$ cat src/rtl/ins_analyser.sv
// Zero-latency MIPS-subset instruction-class decoder with a sticky illegal-instruction flag.
// Optional per-class retire counters are compiled in when INS_STATS_EN is defined.
module ins_analyser #(
  parameter logic [31:0] BUBBLE_IR = 32'hFFFF_FFFF,
  parameter int unsigned CNT_W     = 32
) (
  input  logic             clk,
  input  logic             rst,
  input  logic [31:0]      IR,
  input  logic             valid,
  output logic             isLoad,
  output logic             isStore,
  output logic             isALUR,
  output logic             isALUImm,
  output logic             isBranch,
  output logic             isJump,
  output logic             isNop,
  output logic             isIllegal,
  output logic             illegal_seen
`ifdef INS_STATS_EN
  ,
  output logic [CNT_W-1:0] cnt_load,
  output logic [CNT_W-1:0] cnt_store,
  output logic [CNT_W-1:0] cnt_alur,
  output logic [CNT_W-1:0] cnt_aluimm,
  output logic [CNT_W-1:0] cnt_ctrl,
  output logic [CNT_W-1:0] cnt_nop
`endif
);

  logic [5:0] opcode;
  logic [5:0] funct;
  logic       raw_load;
  logic       raw_store;
  logic       raw_alur;
  logic       raw_aluimm;
  logic       raw_branch;
  logic       raw_jump;

  assign opcode = IR[31:26];
  assign funct  = IR[5:0];

  always_comb begin
    raw_load   = 1'b0;
    raw_store  = 1'b0;
    raw_alur   = 1'b0;
    raw_aluimm = 1'b0;
    raw_branch = 1'b0;
    raw_jump   = 1'b0;
    case (opcode)
      6'b000000: begin
        case (funct)
          6'b100000, 6'b100001, 6'b100010, 6'b100011,
          6'b100100, 6'b100101, 6'b100110, 6'b100111,
          6'b101010, 6'b101011,
          6'b000000, 6'b000010, 6'b000011,
          6'b000100, 6'b000110, 6'b000111: raw_alur = 1'b1;
          6'b001000:                       raw_jump = 1'b1;
          default: ;
        endcase
      end
      6'b001000, 6'b001001, 6'b001010, 6'b001011,
      6'b001100, 6'b001101, 6'b001110, 6'b001111: raw_aluimm = 1'b1;
      6'b100000, 6'b100001, 6'b100011,
      6'b100100, 6'b100101:                       raw_load   = 1'b1;
      6'b101000, 6'b101001, 6'b101011:            raw_store  = 1'b1;
      6'b000100, 6'b000101:                       raw_branch = 1'b1;
      6'b000010, 6'b000011:                       raw_jump   = 1'b1;
      default: ;
    endcase
  end

  // The all-zero word decodes as sll, so the full-word nop match must override every class.
  assign isNop     = (IR == 32'h0000_0000) || (IR == BUBBLE_IR);
  assign isLoad    = raw_load   & ~isNop;
  assign isStore   = raw_store  & ~isNop;
  assign isALUR    = raw_alur   & ~isNop;
  assign isALUImm  = raw_aluimm & ~isNop;
  assign isBranch  = raw_branch & ~isNop;
  assign isJump    = raw_jump   & ~isNop;
  assign isIllegal = ~(isNop | raw_load | raw_store | raw_alur | raw_aluimm | raw_branch | raw_jump);

  always_ff @(posedge clk or posedge rst) begin
    if (rst) begin
      illegal_seen <= 1'b0;
    end else if (valid && isIllegal) begin
      illegal_seen <= 1'b1;
    end
  end

`ifdef INS_STATS_EN
  localparam logic [CNT_W-1:0] CNT_ONE = {{(CNT_W-1){1'b0}}, 1'b1};

  // Counters wrap naturally at CNT_W bits; illegal words fall through every branch.
  always_ff @(posedge clk or posedge rst) begin
    if (rst) begin
      cnt_load   <= '0;
      cnt_store  <= '0;
      cnt_alur   <= '0;
      cnt_aluimm <= '0;
      cnt_ctrl   <= '0;
      cnt_nop    <= '0;
    end else if (valid) begin
      if (isLoad)               cnt_load   <= cnt_load   + CNT_ONE;
      if (isStore)              cnt_store  <= cnt_store  + CNT_ONE;
      if (isALUR)               cnt_alur   <= cnt_alur   + CNT_ONE;
      if (isALUImm)             cnt_aluimm <= cnt_aluimm + CNT_ONE;
      if (isBranch || isJump)   cnt_ctrl   <= cnt_ctrl   + CNT_ONE;
      if (isNop)                cnt_nop    <= cnt_nop    + CNT_ONE;
    end
  end
`endif

endmodule

$ cat config.mk
export PLATFORM = sky130hd
export DESIGN_NAME = ins_analyser
export DESIGN_NICKNAME = d
export VERILOG_FILES = /design/src/rtl/ins_analyser.sv
export SDC_FILE = /design/constraint.sdc
export NUM_CORES = 1
export LEC_CHECK = 0
export BUFFER_PORTS_ARGS = -buffer_cell sky130_fd_sc_hd__buf_2
export CAP_MARGIN = 20
export CORE_AREA = 2 2 39 41
export CTS_BUF_LIST = sky130_fd_sc_hd__clkbuf_2
export CTS_CLUSTER_DIAMETER = 200
export DETAILED_ROUTE_END_ITERATION = 7
export DIE_AREA = 0 0 41 43
export GPL_ROUTABILITY_DRIVEN = 0
export GPL_TIMING_DRIVEN = 0
export PLACE_DENSITY = 0.66
export SLEW_MARGIN = 40
export SYNTH_ARGS = -nofsm -noshare
export SYNTH_HDL_FRONTEND = slang
export SYNTH_SLANG_ARGS = --single-unit
$ cat constraint.sdc
create_clock -name clk -period 2 [get_ports clk]
set_input_delay 0.1 -clock clk [delete_from_list [all_inputs] [get_ports clk]]
set_output_delay 0.1 -clock clk [all_outputs]
set_load 0.01 [all_outputs]
Word-level counts from Yosys, hierarchy flattened

Cells that the tools add are included.

Input port bits: 35
Memories kept: 0
Bits in latches: 0
Memory bits (writable): 0
Bits in registers: 1
Output and inout bits: 9
Bits in read-only memories: 0

$add $sub $neg: 0
Divide/modulo/power cells: 0
Muxes and demuxes: 8
Magnitude comparators: 0
Shift-type cells: 0
Reductions and logical operators: 11
Eq/ne operators: 37
Multipliers: 0
Bitwise operators: 14

Operators by type and width:

| cell                                                            | number |
|---|---|
| 6-bit == test, second input constant                            | 18 |
| 6-bit by 4-bit == test with 1-bit output, second input constant | 9 |
| 32-bit == test, second input constant                           | 1 |
| 32-bit zero test                                                | 1 |
| 6-bit by 3-bit == test with 1-bit output, second input constant | 5 |
| 6-bit by 2-bit == test with 1-bit output, second input constant | 4 |
| 16-bit OR reduction                                             | 1 |
| 6-bit zero test                                                 | 2 |
| 8-bit OR reduction                                              | 1 |
| 1-bit two-way mux                                               | 7 |
| 1-bit bitwise AND                                               | 6 |
| 1-bit OR                                                        | 6 |
| 5-bit OR reduction                                              | 1 |
| 2-bit OR reduction                                              | 2 |
| 3-bit OR reduction                                              | 1 |
| 1-bit NOT                                                       | 2 |
| 1-bit one-hot mux with 2 select lines                           | 1 |
| 1-bit logical AND                                               | 1 |
| 1-bit logical OR                                                | 1 |

Depth between registers and ports, before layout

Depth after elaboration: 11
Mapped depth: 5
Depth with buffers taken out: 5

Least setup slack after synthesis

Ideal clock, no wire load.

Path type: input-to-reg
Start point: input port IR[30]
End point: register illegal_seen
Library setup time: 135 ps
Required time: 1,865 ps
Stages on the path: 4
Arrival: 1,548 ps
Buffers on the path: 0
Path slack: 317 ps
Cells stage by stage: or4_1 -> or4_4 -> o31ai_4 -> o31ai_1

RTL lines:

| item                                                      | line | RTL |
|---|---|---|
| from (decl)                                               | 9    | `input logic [31:0] IR,` |
| 32-bit == test / 32-bit zero test (equally long branches) | 74   | `assign isNop = (IR == 32'h0000_0000) \|\| (IR == BUBBLE_IR);` |
| 1-bit logical OR (*)                                      | 74   |  |
| via isNop                                                 | 17   | `output logic isNop,` |
| 1-bit OR (*) (6 in series)                                | 81   | `assign isIllegal = ~(isNop \| raw_load \| raw_store \| raw_alur \| raw_aluimm \| raw_branch \| raw_jump);` |
| 1-bit NOT (*)                                             | 81   |  |
| 1-bit logical AND (*)                                     | 86   | `end else if (valid && isIllegal) begin` |
| to (signal assigned)                                      | 85   | `illegal_seen <= 1'b0;` |
| to (signal assigned)                                      | 87   | `illegal_seen <= 1'b1;` |
| to (decl)                                                 | 19   | `output logic illegal_seen` |

Mark *: on every way through the listed nets, which the timed path passes. The rest lies on a longest branch.
A chain may end at the register's enable or synchronous reset.

Worst setup path after layout

Start point: input port IR[30]
End point: output port isIllegal

Cells in the longest elaborated chain, start to end: 10

Ends and longest elaborated chain:

| item                   | line | RTL |
|---|---|---|
| 6-bit == test          | 50   | `case (opcode)` |
| 5-bit OR reduction     | 50   |  |
| 1-bit two-way mux      | 50   |  |
| 1-bit OR (5 in series) | 81   |  |
| 1-bit OR (*)           | 81   |  |
| 1-bit NOT (*)          | 81   |  |
| to (decl)              | 18   | `output logic isIllegal,` |

Every way passes the cells marked *; elsewhere a longest branch is shown, timed or not.

==> summary.md <==
| Metric | Value |
|---|---|
| Sequential area share after synthesis | 0.0781 |
| Setup crit end kind | output port |
| Clk Latency, worst-skew pair | 0 ps |
| Class of the worst hold path | input pin to register |
| Yosys Warn Count | 0 |
| Max FFs per register | 1 |
| Design Area, Final | between 500 and 600 sq um |
| PwrDens | 171 nW/um^2 |
| Max-Cap Viols | 0 |
| Compound-Gate Fraction of Synth Area | 0.242 |
| Setup TNS | 0 ps |
| Worst slew margin | 0.621 |
| Synth Area in XOR/XNOR | 0 |
| Slowest stage delay, CP | 560 ps |
| # IOs | 44 |
| # nets final | 130 |
| Mux cell area share after synthesis | 0 |
| Drt first pass iters | 4 |
| Least-Margin Pin Slew | 554 ps |
| Largest registers | illegal_seen: 1 flops |
| CP dominant cell by count | buf_2 |
| Via count | between 500 and 600 |
| Unrepaired setup endpoints after global routing | false |
| Layout cells sized above 1 | 0.484 |
| CP required | 1900 ps |
| Die area | approximately 1800 sq um |
| Vias per cell | just over 5 |
| Row cnt | 14 |
| Worst setup SP type | input pin |
| Fill cells | 150 |
| Number of global-route vias before repair | 524 |
| Crit path max fanout | 6 |
| Hold buffers post-CTS | 1 |
| Layout Skew | 0 ps |
| Final Hold Viols | 0 |
| First-pass GRT wire length | 1940 um |
| Height of the chip | around 43 um |
| Initial Util | 0.231 |
| 1st-iter DRT viols | 3 |
| Syn nets | 84 |
| Reg area | ~25 sq um |
| CP arrival | 1800 ps |
| Pins over their slew limit | 0 |
| Post-synthesis adder-cell area fraction | 0 |
| Peak VDD IR | roughly 67 uV |
| Cts repair resizes | 0 |
| Top cell type's share of synthesized area | 0.176 |
| Synthesized flop and latch total | 1 |
| Main combinational cell family by area after synthesis | simple AND/OR/NAND/NOR gates |
| Status | complete, no violations |
| Setup Buffers After CTS | 0 |
| Final Cycle Share | 0.951 |
| DP HPWL | approximately 1100 um |
| Total Routing Usage GR | 0.144 |
| Final setup vio count | 0 |
| Drt wl/cell | about 10 um |
| Area occupied by multi-input gates | 277 sq um |
| Min cycle time layout | around 1900 ps |
| Simple-gate share of the synthesized area | 0.621 |
| Diodes inserted | 0 |
| Area grow syn2layout | 76.6% |
| Core Region | 1380 sq um |
| DRT antenna net count | 0 |
| Routed wire length | 1110 um |
| Placed cell area | ~560 sq um |
| Most flop-heavy register | illegal_seen |
| Final Power | between 0.09 and 0.1 mW |
| Cell count after synthesis | 49 |
| GR Overflow Total | 0 |
| Clk slew on worst S/H paths | 0 ps |
| Synthesized area per cell | about 6.5 sq um |
| Cell Area, Synth | ~320 sq um |
| Initial antenna violation count | 0 |
| Die width | between 40 and 50 um |
| Top cells by area, synth | nand4_1 18%, nor4_1 18%, dfrtp_1 7.8% |
| Synth cell types | 20 |
| Synth area leader | nand4_1 |
| Port buffer count | 43 |
| Residual DRC | 0 |
| Kind of critical path | input pin to output port |
| Static leakage | 0.281 nW |
| Crit path cell chain | buf_2, or4_1, or4_4, o31ai_4, nor3_1, buf_2 |
| Fmax | between 0.5 and 0.6 GHz |
| Largest net degree at the start of global routing | 7 |
| CP max-delay cell | or4_1 |
report_power, final:
group          switching (mW)  internal, mW
Clock                       0             0
Sequential                  0        0.0206
Combinational          0.0377        0.0386
path summary, 6_finish.rpt:
check	start	to	slack, ps	cells past startpoint
max	IR[30]	isIllegal	100	6
max in group asynchronous	rst	illegal_seen	1430	3
min reg2reg	illegal_seen	illegal_seen	460	2
min in group asynchronous	rst	illegal_seen	480	3
max reg2reg	illegal_seen	illegal_seen	1400	2
min	valid	illegal_seen	370	3
routing by layer:
layer	vias up	global-route usage	part of all wire
met3	0	0	0.060
met1	237	0.184	0.41
li1	297	-	-
met5	-	0	0
met4	0	0.00667	0
met2	16	0.266	0.53
cells in the final DEF (no fill, tap or decap), types with 2 or more instances in the layout:
cell,instances
a2111oi_0,2
buf_2,43
inv_1,5
nand2_1,3
nand2b_1,3
nand4_1,9
nor2_1,4
nor3_1,2
nor4_1,9
per-stage QoR:
stage	hold WS, ps	worst slack [ps]	cells	utilization
finish	373	97.1	109	0.409
detailed placement	-65.4	99.6	108	0.401
global route	395	28.2	109	0.409
global placement	-68.7	96.4	108	0.401
CTS	386	98.7	109	0.409
floorplan	-171	317	49	-
worst max-delay path, delay by kind of cell:
family          cells  cell delay, ps
compound gates      1             320
simple gates        3            1110
buf+inv             2             270
Yosys cell counts:
library cell,n
nand4_1,9
nor4_1,9
inv_1,5
nor2_1,4
nand2_1,3
nand2b_1,3
a2111oi_0,2
nor3_1,2
a21boi_0,1
a21oi_1,1
a31oi_1,1
dfrtp_1,1
nand3_1,1
nor3b_1,1
o21ai_0,1
o21bai_1,1
o31ai_1,1
o31ai_4,1
or4_1,1
or4_4,1
area by class of cell:
type                       instances  share of cell area
sequential                         1              0.0442
inverter                           5              0.0332
tap                               16              0.0354
multi-input combinational         43               0.489
timing repair buffer              44               0.398
kinds of logic (layout without fill, tap and decap cells):
group | after synthesis | in the layout
compound gates | 9 | 9
buf+inv | 5 | 49
flops | 1 | 1
simple gates | 34 | 34
Power figures use the tool's default switching activity.
